$ cat src/rtl/accum_reduce_pkg.sv
// Shared definitions for the accum_reduce functional unit: FSM state encodings
// and memory-mapped register addresses (decoded on addr[0] only).
package accum_reduce_pkg;

  typedef enum logic [1:0] {
    ST_IDLE  = 2'd0,
    ST_DELAY = 2'd1,
    ST_ACC   = 2'd2
  } state_t;

  localparam logic ACC_ADDR_SUM = 1'b0;
  localparam logic ACC_ADDR_CNT = 1'b1;

endpackage

$ cat src/rtl/accum_reduce_iter_cnt.sv
// accum_iter_cnt: nested per/iter counter loaded on run; flags the first and last
// sample of each period and the last sample of the whole run.
module accum_iter_cnt #(
  parameter int CNT_W = 10
) (
  input  logic             clk,
  input  logic             rst,
  input  logic             load,
  input  logic             en,
  input  logic [CNT_W-1:0] per,
  input  logic [CNT_W-1:0] iter,
  output logic             first_of_period,
  output logic             last_of_period,
  output logic             last_of_run
);

  logic [CNT_W-1:0] per_r;
  logic [CNT_W-1:0] iter_r;
  logic [CNT_W-1:0] per_cnt;
  logic [CNT_W-1:0] iter_cnt;

  always_ff @(posedge clk) begin
    if (rst) begin
      per_r    <= '0;
      iter_r   <= '0;
      per_cnt  <= '0;
      iter_cnt <= '0;
    end else if (load) begin
      per_r    <= per;
      iter_r   <= iter;
      per_cnt  <= '0;
      iter_cnt <= '0;
    end else if (en) begin
      if (last_of_period) begin
        per_cnt  <= '0;
        iter_cnt <= iter_cnt + CNT_W'(1);
      end else begin
        per_cnt  <= per_cnt + CNT_W'(1);
      end
    end
  end

  assign first_of_period = (per_cnt == '0);
  assign last_of_period  = (per_cnt == per_r - CNT_W'(1));
  assign last_of_run     = last_of_period && (iter_cnt == iter_r - CNT_W'(1));

endmodule

$ cat src/rtl/accum_reduce.sv
// accum_reduce: sums PER consecutive in0 samples per period, ITER periods per run,
// with memory-mapped readback. Define ACCUM_SAT_EN for signed saturating addition.
module accum_reduce
  import accum_reduce_pkg::*;
#(
  parameter int DATA_W = 32,
  parameter int ADDR_W = 10,
  parameter int CNT_W  = 10
) (
  input  logic                     clk,
  input  logic                     rst,
  input  logic                     run,
  output logic                     done,
  input  logic signed [DATA_W-1:0] in0,
  output logic signed [DATA_W-1:0] out0,
  input  logic [CNT_W-1:0]         iter,
  input  logic [CNT_W-1:0]         per,
  input  logic [31:0]              delay0,
  input  logic                     valid,
  input  logic [ADDR_W-1:0]        addr,
  input  logic [DATA_W/8-1:0]      wstrb,
  input  logic [DATA_W-1:0]        wdata,
  output logic                     ready,
  output logic [DATA_W-1:0]        rdata
);

  function automatic logic signed [DATA_W-1:0] add_fn(
    input logic signed [DATA_W-1:0] a,
    input logic signed [DATA_W-1:0] b
  );
    logic signed [DATA_W-1:0] s;
    s = a + b;
`ifdef ACCUM_SAT_EN
    if ((a[DATA_W-1] == b[DATA_W-1]) && (s[DATA_W-1] != a[DATA_W-1]))
      s = a[DATA_W-1] ? {1'b1, {(DATA_W-1){1'b0}}} : {1'b0, {(DATA_W-1){1'b1}}};
`endif
    return s;
  endfunction

  state_t                   state;
  logic signed [DATA_W-1:0] acc;
  logic signed [DATA_W-1:0] last_sum;
  logic signed [DATA_W-1:0] period_sum;
  logic [CNT_W-1:0]         count;
  logic                     accept, acc_en, dly_en, period_end, mm_clr;
  logic                     first_s, last_per, last_run;
  logic                     dly_first, dly_last_per, dly_end;
  logic                     unused_bits;

  assign accept     = run && (state == ST_IDLE) && (iter != '0) && (per != '0);
  assign acc_en     = (state == ST_ACC);
  assign dly_en     = (state == ST_DELAY);
  assign period_end = acc_en && last_per;
  assign mm_clr     = valid && (|wstrb);
  assign period_sum = first_s ? in0 : add_fn(acc, in0);
  assign unused_bits = ^{wdata, addr[ADDR_W-1:1], dly_first, dly_last_per};

  accum_iter_cnt #(.CNT_W(CNT_W)) u_acc_cnt (
    .clk             (clk),
    .rst             (rst),
    .load            (accept),
    .en              (acc_en),
    .per             (per),
    .iter            (iter),
    .first_of_period (first_s),
    .last_of_period  (last_per),
    .last_of_run     (last_run)
  );

  // Single-level instance: one "period" of delay0 cycles marks the end of DELAY.
  accum_iter_cnt #(.CNT_W(32)) u_dly_cnt (
    .clk             (clk),
    .rst             (rst),
    .load            (accept),
    .en              (dly_en),
    .per             (delay0),
    .iter            (32'd1),
    .first_of_period (dly_first),
    .last_of_period  (dly_last_per),
    .last_of_run     (dly_end)
  );

  always_ff @(posedge clk) begin
    if (acc_en) acc <= period_sum;
  end

  always_ff @(posedge clk) begin
    if (rst) begin
      state    <= ST_IDLE;
      done     <= 1'b1;
      out0     <= '0;
      last_sum <= '0;
      count    <= '0;
    end else begin
      case (state)
        ST_IDLE: begin
          if (accept) begin
            done  <= 1'b0;
            state <= (delay0 == 32'd0) ? ST_ACC : ST_DELAY;
          end
        end
        ST_DELAY: if (dly_end) state <= ST_ACC;
        ST_ACC: begin
          if (last_run) begin
            state <= ST_IDLE;
            done  <= 1'b1;
          end
        end
        default: begin
          state <= ST_IDLE;
          done  <= 1'b1;
        end
      endcase
      // A period-end update takes priority over a same-edge MMIO clear.
      if (period_end) begin
        out0     <= period_sum;
        last_sum <= period_sum;
        count    <= (count == '1) ? count : count + CNT_W'(1);
      end else if (mm_clr) begin
        last_sum <= '0;
        count    <= '0;
      end else if (accept) begin
        count    <= '0;
      end
    end
  end

  logic [DATA_W-1:0] rd_sel;

  always_comb begin
    rd_sel = '0;
    case (addr[0])
      ACC_ADDR_SUM: rd_sel = last_sum;
      ACC_ADDR_CNT: rd_sel = {{(DATA_W-CNT_W){1'b0}}, count};
      default:      rd_sel = '0;
    endcase
  end

  // MMIO response stage: acknowledge exactly one cycle after each request.
  always_ff @(posedge clk) begin
    if (rst) begin
      ready <= 1'b0;
      rdata <= '0;
    end else begin
      ready <= valid;
      rdata <= (valid && !(|wstrb)) ? rd_sel : '0;
    end
  end

endmodule

$ cat config.mk
export PLATFORM = sky130hd
export DESIGN_NAME = accum_reduce
export DESIGN_NICKNAME = d
export VERILOG_FILES = /design/src/rtl/accum_reduce_pkg.sv /design/src/rtl/accum_reduce_iter_cnt.sv /design/src/rtl/accum_reduce.sv
export SDC_FILE = /design/constraint.sdc
export NUM_CORES = 1
export LEC_CHECK = 0
export ABC_AREA = 1
export BUFFER_PORTS_ARGS = -buffer_cell sky130_fd_sc_hd__buf_2
export CORE_AREA = 2 2 182 184
export DETAILED_ROUTE_END_ITERATION = 8
export DIE_AREA = 0 0 184 186
export GPL_TIMING_DRIVEN = 0
export PLACE_DENSITY = 0.8
export SLEW_MARGIN = 40
export SYNTH_ARGS = -nofsm -noshare
export SYNTH_HDL_FRONTEND = slang
export SYNTH_HIERARCHICAL = 1
export SYNTH_SLANG_ARGS = --single-unit
$ cat constraint.sdc
create_clock -name clk -period 3.1 [get_ports clk]
set_clock_uncertainty 0.2 [all_clocks]
set_input_delay 0.31 -clock clk [delete_from_list [all_inputs] [get_ports clk]]
set_output_delay 0.31 -clock clk [all_outputs]
set_load 0.05 [all_outputs]
==> impl_metrics.json, run 1 <==
{
  "vias": 19873,
  "coreArea_um2": 32210,
  "cp-end-kind": "flip-flop",
  "area.growth.synth_to_final_pct": 19.57,
  "hold_viol": 0,
  "avgSynthCellArea_um2": 6.576,
  "via_per_inst": 5.439,
  "path_delay_family": "simple AND/OR/NAND/NOR gates",
  "cp_max_fo": 10,
  "place_inst": 3500,
  "grt_pass1_vias": 18859,
  "gp_congestion": 0.9673,
  "p_sw_frac": 0.3963,
  "yosysWarnings": 6,
  "numPortBuffers": 158,
  "drive_gt1_frac": 0.1325,
  "first_iter_violations": 1588,
  "rsz0062_at_grt": "yes",
  "rows": 66,
  "comb_power_share": 0.387,
  "cts-root-buf": "clkbuf_16",
  "syn_inst": 2903,
  "dpl.hpwl_um": 43450,
  "die_x_um": 184,
  "avgRoutedWirePerCell_um": 15.96,
  "power.internal_mw": 9.220,
  "arrival_ps": 3210,
  "grt_pass1_wl_um": 92390,
  "htreeDepth": 2,
  "drc": 0,
  "cp.depth": 21,
  "leakage_nw": 10.56,
  "max_freq_mhz": 337.0,
  "dr.pass1.iters": 8,
  "crit_type": "reg -> reg",
  "peakVddDrop_mv": 0.5693,
  "setup_viol_count_final": 0,
  "fin_crit_sh": 0.9572,
  "grt_max_degree": 20,
  "seqPwrFrac": 0.324,
  "worstHoldPathType": "in -> reg",
  "status": "finished, final reports clean",
  "start_kind": "flip-flop",
  "ios": 200,
  "die_area_um2": 34220,
  "cts_tree": "yes",
  "utilization": 0.7087,
  "n_fill_cell": 2713,
  "worstPathRequired_ps": 3340,
  "routed_wl_um": 58330,
  "synth_area_um2": 19090,
  "worst_pin_slew_ps": 741.7,
  "fin_nets": 3396,
  "cp_common_cell": "nand2_1",
  "p_switching_mw": 6.052,
  "ctsLongestPathBuffers": 3,
  "start_util": 0.5927,
  "cts_made_buffers": 36,
  "finalNonFillerCells": 3654,
  "holdPathStages": 3,
  "clockPowerShare": 0.289,
  "final_max_slew_viol_count": 0,
  "cap_violations": 0,
  "relSlewSlack": 0.5055,
  "clkLatencyLatePin_ps": 540,
  "antenna_found_initial": 0,
  "reg2reg_depth": 21,
  "critPathBufInv": 2,
  "slowest_stage": "dfxtp_2",
  "antenna_cells": 0,
  "period_minus_slack_ps": 2967,
  "final_antenna_net_count": 0,
  "cts_sinks": 310,
  "grt.overflow.total": 0,
  "track_usage": 0.3369,
  "powerDensity_nw_per_um2": 669.1,
  "clk_pin_slew_worst_paths_ps": 60,
  "critPathMaxStageDelay_ps": 350,
  "crit_chain": "nor2_2 > nand2_1 > nor2_4 > buf_8 > nand2_1 > nand2_1 > nand2_1 > nor2_2 > nand2_1 > nor2_2 > nand2_2 > nor2_4 > nand4_1 > nor2_1 > nand3_1 > nor2_2 > inv_1 > nand2_1 > nand3_2 > a21oi_2 > nor2_1",
  "tns_ps": 0,
  "die_y_um": 186
}
[worst reg2reg max path, delay by kind of cell (launching register included)]
kind,cells,cell delay (ps)
simple gates,18,1990
flops,1,350
compound gates,1,110
buf+inv,2,220
[flip-flops by register name (all words and copies together) (netlist names)]
| signal | count |
|---|---|
| u_acc_cnt/per_cnt | 10 |
| acc | 32 |
| u_acc_cnt/iter_r | 10 |
| u_dly_cnt/per_cnt | 32 |
| ready | 1 |
| u_acc_cnt/iter_cnt | 10 |
| u_dly_cnt/per_r | 32 |
| u_acc_cnt/per_r | 10 |
| done | 1 |
| last_sum | 32 |
| u_dly_cnt/iter_r | 32 |
| out0 | 32 |
| count | 10 |
| state | 2 |
| u_dly_cnt/iter_cnt | 32 |
| rdata | 32 |
[path summary, 6_finish.rpt]
check | start | end | slack [ps]
max reg2reg | u_dly_cnt/per_r[6]$_SDFFE_PP0P_ | state[0]$_SDFFE_PP0P_ | 130
min reg2reg | last_sum[24]$_SDFFE_PP0P_ | rdata[24]$_SDFF_PP0_ | 230
min | in0[6] | acc[6]$_DFFE_PP_ | 30
max | u_dly_cnt/per_r[6]$_SDFFE_PP0P_ | state[0]$_SDFFE_PP0P_ | 130
[placed cells by master (no fill, tap or decap), types with 85 or more instances in the layout]
| cell | count |
|---|---|
| dfxtp_1 | 273 |
| nand2_1 | 780 |
| a21oi_1 | 191 |
| o21ai_0 | 85 |
| buf_2 | 173 |
| nand3_1 | 130 |
| xor2_1 | 108 |
| nor2_1 | 370 |
| nand4_1 | 90 |
| inv_1 | 356 |
[metal layers]
layer | routed length, um | GRT usage | share of wire
met1 | 24730 | 0.4349 | 0.42
met2 | 26840 | 0.5660 | 0.46
met3 | 4461 | 0.04696 | 0.076
met4 | 2298 | 0.1430 | 0.039
met5 | 0 | 0 | 0
[power by group through the flow]
stage	logic (mW)	registers, mW	clock network (mW)
4_1_cts	5.54	4.91	4.47
6_report	5.91	4.94	4.42
5_1_grt	6.57	4.99	4.61
2_1_floorplan	4.15	4.88	0
3_3_place_gp	5.25	4.98	0
3_5_place_dp	5.40	5.00	0
[through the flow]
stage	power (mW)	hold WS [ps]	worst slack, ps	area [um2]
2_1_floorplan	9.031	208.4	539.3	19200
3_3_place_gp	10.24	214.6	-105.4	20500
3_5_place_dp	10.39	217.5	-157.1	20520
4_1_cts	14.92	0.7346	14.94	22550
5_1_grt	16.18	23.24	-129.5	22830
6_report	15.27	32.44	132.6	22830
[final cells by class]
type,count,area (um2),share of cell area
multi-input cells,2156,11020,0.4828
flip-flops and latches,310,6533,0.2862
repair buffers,248,1677,0.07345
inverters,376,1418,0.06211
clock buffers,53,1109,0.04857
well taps,408,510.5,0.02236
plain buffers,91,420.4,0.01842
clock inverters,12,138.9,0.006085
[timing repair]
item | 4_1_cts | 5_1_grt
resized for setup | 7 | 59
hold endpoints to repair | 85 | 0
endpoints found under the setup margin | 13 | 152
cloned | 0 | 0
pin swaps | 0 | 15
hold buffers | 76 | 0
buffers inserted | 0 | 13
No activity file was read; power rests on OpenSTA's default activity.
==> run 2, diff against run 1 <==
--- a/config.mk
+++ b/config.mk
@@ -7,11 +7,11 @@
 export LEC_CHECK = 0
 export ABC_AREA = 1
 export BUFFER_PORTS_ARGS = -buffer_cell sky130_fd_sc_hd__buf_2
-export CORE_AREA = 2 2 182 184
+export CORE_AREA = 2 2 190 192
 export DETAILED_ROUTE_END_ITERATION = 8
-export DIE_AREA = 0 0 184 186
+export DIE_AREA = 0 0 192 194
 export GPL_TIMING_DRIVEN = 0
-export PLACE_DENSITY = 0.8
+export PLACE_DENSITY = 0.78
 export SLEW_MARGIN = 40
 export SYNTH_ARGS = -nofsm -noshare
 export SYNTH_HDL_FRONTEND = slang
==> constraint.sdc (replaced) <==
create_clock -name clk -period 2.6 [get_ports clk]
set_clock_uncertainty 0.2 [all_clocks]
set_input_delay 0.26 -clock clk [delete_from_list [all_inputs] [get_ports clk]]
set_output_delay 0.26 -clock clk [all_outputs]
set_load 0.05 [all_outputs]
==> run 2 against run 1 <==
The run now ends with setup timing left. Critical endpoint is now u_dly_cnt/per_cnt[19]$_SDFFE_PP0P_. Total power is 21% higher. Non-clock buffer count is 77 higher. Design area is 5.7% higher.
==> impl_metrics.json, run 2 (synthesis results as in run 1) <==
{
  "via_per_inst": 5.386,
  "fin_crit_sh": 1.139,
  "worst_pin_slew_ps": 817.2,
  "arrival_ps": 3200,
  "clockPowerShare": 0.254,
  "status": "complete, but fails checks",
  "peakVddDrop_mv": 0.6056,
  "relSlewSlack": 0.4552,
  "start_util": 0.5420,
  "period_minus_slack_ps": 2962,
  "track_usage": 0.3164,
  "antenna_found_initial": 0,
  "power.internal_mw": 10.99,
  "seqPwrFrac": 0.321,
  "vias": 20348,
  "grt_max_degree": 15,
  "rsz0062_at_grt": "yes",
  "numPortBuffers": 158,
  "coreArea_um2": 35220,
  "cts_made_buffers": 34,
  "routed_wl_um": 61230,
  "final_max_slew_viol_count": 0,
  "clkLatencyLatePin_ps": 550,
  "ios": 200,
  "drc": 0,
  "start_kind": "flip-flop",
  "final_common_cell": "nand2_1",
  "final_antenna_net_count": 0,
  "die_x_um": 192,
  "r2r_slack_ps": -360,
  "utilization": 0.6852,
  "grt_pass1_vias": 19469,
  "hold_viol": 0,
  "mostFrequentLayoutCells": "742 x nand2_1, 343 x inv_1, 342 x nor2_1, 263 x dfxtp_1, 183 x a21oi_1",
  "powerDensity_nw_per_um2": 768.3,
  "cap_violations": 0,
  "htreeDepth": 2,
  "p_switching_mw": 7.556,
  "antenna_cells": 0,
  "setup_viol_count_final": 55,
  "dpl.hpwl_um": 43370,
  "comb_power_share": 0.425,
  "leakage_nw": 11.13,
  "cts_tree": "yes",
  "dr.pass1.iters": 5,
  "max_freq_mhz": 337.6,
  "n_fill_cell": 2975,
  "drive_gt1_frac": 0.1902,
  "cp_max_fo": 5,
  "grt.overflow.total": 0,
  "crit_type": "reg -> reg",
  "worst_slack_ps": -362.1,
  "avgRoutedWirePerCell_um": 16.21,
  "p_sw_frac": 0.4075,
  "die_area_um2": 37250,
  "fin_nets": 3471,
  "worstHoldPathType": "in -> reg",
  "cts_sinks": 310,
  "first_iter_violations": 1462,
  "clk_pin_slew_worst_paths_ps": 60,
  "violations": "setup timing",
  "grt_pass1_wl_um": 95460,
  "ctsLongestPathBuffers": 3,
  "cts-root-buf": "clkbuf_16",
  "tns_ps": -10640,
  "worstPathRequired_ps": 2840,
  "gp_congestion": 0.9785,
  "die_y_um": 194,
  "rows": 69,
  "area.growth.synth_to_final_pct": 26.43,
  "cp-end-kind": "flip-flop"
}
run 2: cell count changes in the layout (fill, tap and decap cells not counted), sizes merged:
cell	previous run	this run
dlygate4sd3	76	84
clkbuf	120	114
clkinvlp	2	1
bufinv	2	0
bufbuf	0	1
buf	196	267
run 2: repair_timing:
action / in CTS / in global routing
hold buffers: 84 / 0
setup buffers: 50 / 29
pin swaps: 50 / 58
gates resized for setup: 147 / 157
endpoints found under the setup margin: 225 / 227
hold endpoints to repair: 121 / 0
gates cloned: 4 / 3
run 2: layout make-up:
type / count / area [um2] / share of cell area
Buffer: 90 / 531.8 / 0.02203
Multi-Input combinational cell: 2156 / 11570 / 0.4792
Sequential cell: 310 / 6553 / 0.2715
Tap cell: 461 / 576.8 / 0.02390
Clock buffer: 50 / 1003 / 0.04158
Clock inverter: 9 / 57.56 / 0.002385
Inverter: 376 / 1420 / 0.05884
Timing Repair Buffer: 326 / 2426 / 0.1005
run 2: per-layer routing:
metal / vias to the layer above / track usage / part of all wire / wire length, um
met5: - / 0 / 0 / 0
met4: 0 / 0.1250 / 0.044 / 2692
met3: 187 / 0.04706 / 0.074 / 4547
met2: 857 / 0.5382 / 0.47 / 29040
met1: 9329 / 0.4013 / 0.41 / 24960
li1: 9975 / - / - / -
run 2: critical path, cell delays in order (launching register included):
cell and delay, ps:
dfxtp_4 370, nor2_4 130, nand2_2 100, nor2_4 190, buf_6 150, nand2_1 60, nand2_2 100, nand2_1 60
nor2_2 140, nand2_1 70, nor2_1 110, nand2_1 100, nor2_4 160, buf_4 140, buf_6 70, buf_4 90
and2_4 170, nand2_8 80, nand2_8 80, bufbuf_16 260, nor2_1 40
run 2: per-stage QoR:
| step | worst slack [ps] | total power [mW] | instances | hold slack, ps | area, um2 |
|---|---|---|---|---|---|
| after detailed placement | -627.7 | 12.40 | 3554 | 217.7 | 20600 |
| after global placement | -606.7 | 12.22 | 3552 | 215.8 | 20570 |
| after CTS | -225.3 | 17.85 | 3748 | 8.372 | 23420 |
| final | -362.1 | 18.54 | 3778 | 54.62 | 24130 |
| after floorplan | 39.31 | 10.77 | 2933 | 185.5 | 19200 |
| after global routing | -549.5 | 19.68 | 3778 | 27.48 | 24130 |
run 2: final timing paths:
kind | cells past startpoint | startpoint | endpoint
worst max-delay path | 20 | u_dly_cnt/per_r[2]$_SDFFE_PP0P_ | u_dly_cnt/per_cnt[19]$_SDFFE_PP0P_
worst min-delay path | 3 | in0[5] | acc[5]$_DFFE_PP_
worst max register to register | 20 | u_dly_cnt/per_r[2]$_SDFFE_PP0P_ | u_dly_cnt/per_cnt[19]$_SDFFE_PP0P_
worst min register to register | 2 | last_sum[25]$_SDFFE_PP0P_ | rdata[25]$_SDFF_PP0_
run 2: power groups by stage:
| stage | combinational (mW) | clock (mW) | sequential [mW] |
|---|---|---|---|
| after global routing | 8.70 | 4.97 | 6.01 |
| after detailed placement | 6.44 | 0 | 5.96 |
| after global placement | 6.27 | 0 | 5.94 |
| after CTS | 7.19 | 4.77 | 5.90 |
| after floorplan | 4.95 | 0 | 5.82 |
| final | 7.88 | 4.71 | 5.96 |
==> run 3, diff against run 2 <==
--- a/config.mk
+++ b/config.mk
@@ -7,11 +7,13 @@
 export LEC_CHECK = 0
 export ABC_AREA = 1
 export BUFFER_PORTS_ARGS = -buffer_cell sky130_fd_sc_hd__buf_2
-export CORE_AREA = 2 2 190 192
+export CELL_PAD_IN_SITES_DETAIL_PLACEMENT = 2
+export CELL_PAD_IN_SITES_GLOBAL_PLACEMENT = 2
+export CORE_AREA = 2 2 256 258
 export DETAILED_ROUTE_END_ITERATION = 8
-export DIE_AREA = 0 0 192 194
+export DIE_AREA = 0 0 258 260
 export GPL_TIMING_DRIVEN = 0
-export PLACE_DENSITY = 0.78
+export PLACE_DENSITY_LB_ADDON = 0.1
 export SLEW_MARGIN = 40
 export SYNTH_ARGS = -nofsm -noshare
 export SYNTH_HDL_FRONTEND = slang
==> run 3 against run 2 <==
The run still ends with setup timing left. Maximum frequency decreased by 2.6%. Combinational power increased by 8.6%. Critical path depth increased by 1. Total power increased by 9.1%. Worst setup slack got worse by 80 ps. Clock power increased by 21%. Largest power group unchanged.
==> impl_metrics.json, run 3 (synthesis results as in run 1) <==
{
  "htreeDepth": 2,
  "final_common_cell": "nand2_1",
  "ctsLongestPathBuffers": 3,
  "via_per_inst": 4.928,
  "violations": "setup timing",
  "start_kind": "flip-flop",
  "finalNonFillerCells": 4185,
  "setup_viol_count_final": 97,
  "worst_slack_ps": -442.1,
  "antenna_found_initial": 1,
  "first_iter_violations": 673,
  "grt_pass1_wl_um": 129200,
  "cp_max_fo": 5,
  "die_y_um": 260,
  "clk_pin_slew_worst_paths_ps": 60,
  "cts-root-buf": "clkbuf_16",
  "utilization": 0.3963,
  "n_fill_cell": 7663,
  "mostFrequentLayoutCells": "725 x nand2_1, 350 x inv_1, 344 x nor2_1, 258 x dfxtp_1, 168 x a21oi_1",
  "cts_tree": "yes",
  "vias": 20624,
  "max_freq_mhz": 328.7,
  "status": "complete, but fails checks",
  "track_usage": 0.2448,
  "antenna_cells": 0,
  "cap_violations": 0,
  "preCtsSetupSlack_ps": -1079,
  "start_util": 0.2977,
  "drive_gt1_frac": 0.2072,
  "grt_max_degree": 17,
  "cts_made_buffers": 41,
  "gp_congestion": 0.8583,
  "worstHoldPathType": "in -> reg",
  "crit_type": "reg -> reg",
  "routed_wl_um": 83350,
  "leakage_nw": 11.37,
  "cts_sinks": 310,
  "clkLatencyLatePin_ps": 570,
  "placed_cell_area_um2": 21110,
  "totalPowerFinal_mw": 20.23,
  "grt_pass1_vias": 22884,
  "fin_nets": 3474,
  "dr.pass1.iters": 5,
  "avgRoutedWirePerCell_um": 19.92,
  "die_x_um": 258,
  "rsz0062_at_grt": "yes",
  "worst_pin_slew_ps": 849.6,
  "hold_viol": 0,
  "relSlewSlack": 0.4336,
  "powerDensity_nw_per_um2": 796.2,
  "final_area_um2": 25410,
  "fin_crit_sh": 1.170,
  "period_minus_slack_ps": 3042,
  "arrival_ps": 3300,
  "place_inst": 3948,
  "final_max_slew_viol_count": 0,
  "final-seq-area_um2": 6559,
  "multi_input_area_um2": 11880,
  "ios": 200,
  "final_antenna_net_count": 0,
  "cp-end-kind": "flip-flop",
  "area.growth.synth_to_final_pct": 33.09,
  "peakVddDrop_mv": 0.4639,
  "dpl.hpwl_um": 61360,
  "drc": 0,
  "grt.overflow.total": 0,
  "die_area_um2": 67080,
  "rows": 93,
  "numPortBuffers": 158,
  "worstPathRequired_ps": 2850,
  "coreArea_um2": 64120
}
## run 3: cell types whose count changed in the layout (fill, tap and decap cells not counted), moves of 9 or more
cell and change:
nand2_1 -17, nand2_4 +10, inv_2 -11, nor2_2 -13, nand3_1 -11, clkbuf_8 +9
nor2_4 +11, a21oi_2 +15, a21oi_1 -15
## run 3: cell type report
type,count,area share
multi-input cells,2156,0.4674
well taps,855,0.04211
repair buffers,322,0.09903
clock inverters,14,0.004087
flip-flops and latches,310,0.2581
clock buffers,62,0.04944
inverters,376,0.05629
plain buffers,90,0.02349
## run 3: per-stage QoR
step	hold slack [ps]	TNS [ps]
floorplan	185.5	0
global placement	215.1	-174740
detailed placement	221.3	-178320
CTS	40.67	-18750
global route	78.98	-38390
finish	61.51	-18750
## run 3: layer usage
metal  vias up  GRT usage  routed length [um]
li1       9987          -                   -
met1     10234     0.2925               35930
met2       295     0.4521               42590
met3       108    0.02982                2329
met4         0    0.08044                2501
met5         -          0                   0
## run 3: final timing paths
path                                    from                                 end  slack, ps  cells after the start
max          u_dly_cnt/per_r[0]$_SDFFE_PP0P_  u_dly_cnt/per_cnt[31]$_SDFFE_PP0P_       -440                     21
min reg2reg        last_sum[18]$_SDFFE_PP0P_                rdata[18]$_SDFF_PP0_        240                      2
max reg2reg  u_dly_cnt/per_r[0]$_SDFFE_PP0P_  u_dly_cnt/per_cnt[31]$_SDFFE_PP0P_       -440                     21
min                                      rst   u_acc_cnt/per_cnt[7]$_SDFFE_PP0P_         60                      4
## run 3: repair_timing
| action | CTS | global route |
|---|---|---|
| pin swaps | 57 | 50 |
| buffers inserted | 62 | 16 |
| endpoints found under the hold margin | 140 | 0 |
| hold buffers | 85 | 0 |
| endpoints found under the setup margin | 275 | 234 |
| gates resized for setup | 255 | 143 |
| cloned | 7 | 2 |
## run 3: where the power goes
part | internal (mW) | switching [mW] | total, mW
logic | 2.99 | 5.58 | 8.56
registers | 5.40 | 0.569 | 5.97
clock network | 3.36 | 2.34 | 5.69
total | 11.7 | 8.48 | 20.2
## run 3: critical path, stage by stage, from the launching register on
cell,delay [ps]
dfxtp_2,350
inv_4,60
ha_4,270
inv_2,30
nand2_1,50
nand2_1,60
nor2_2,130
nand2_1,70
nor2_1,110
nand2_1,90
nor2_2,150
nand2_1,70
nor2_1,100
nand2_1,100
nor2_4,190
buf_4,150
buf_6,90
and2_4,160
nand2_8,80
nand2_8,100
bufbuf_16,280
nor2_1,50
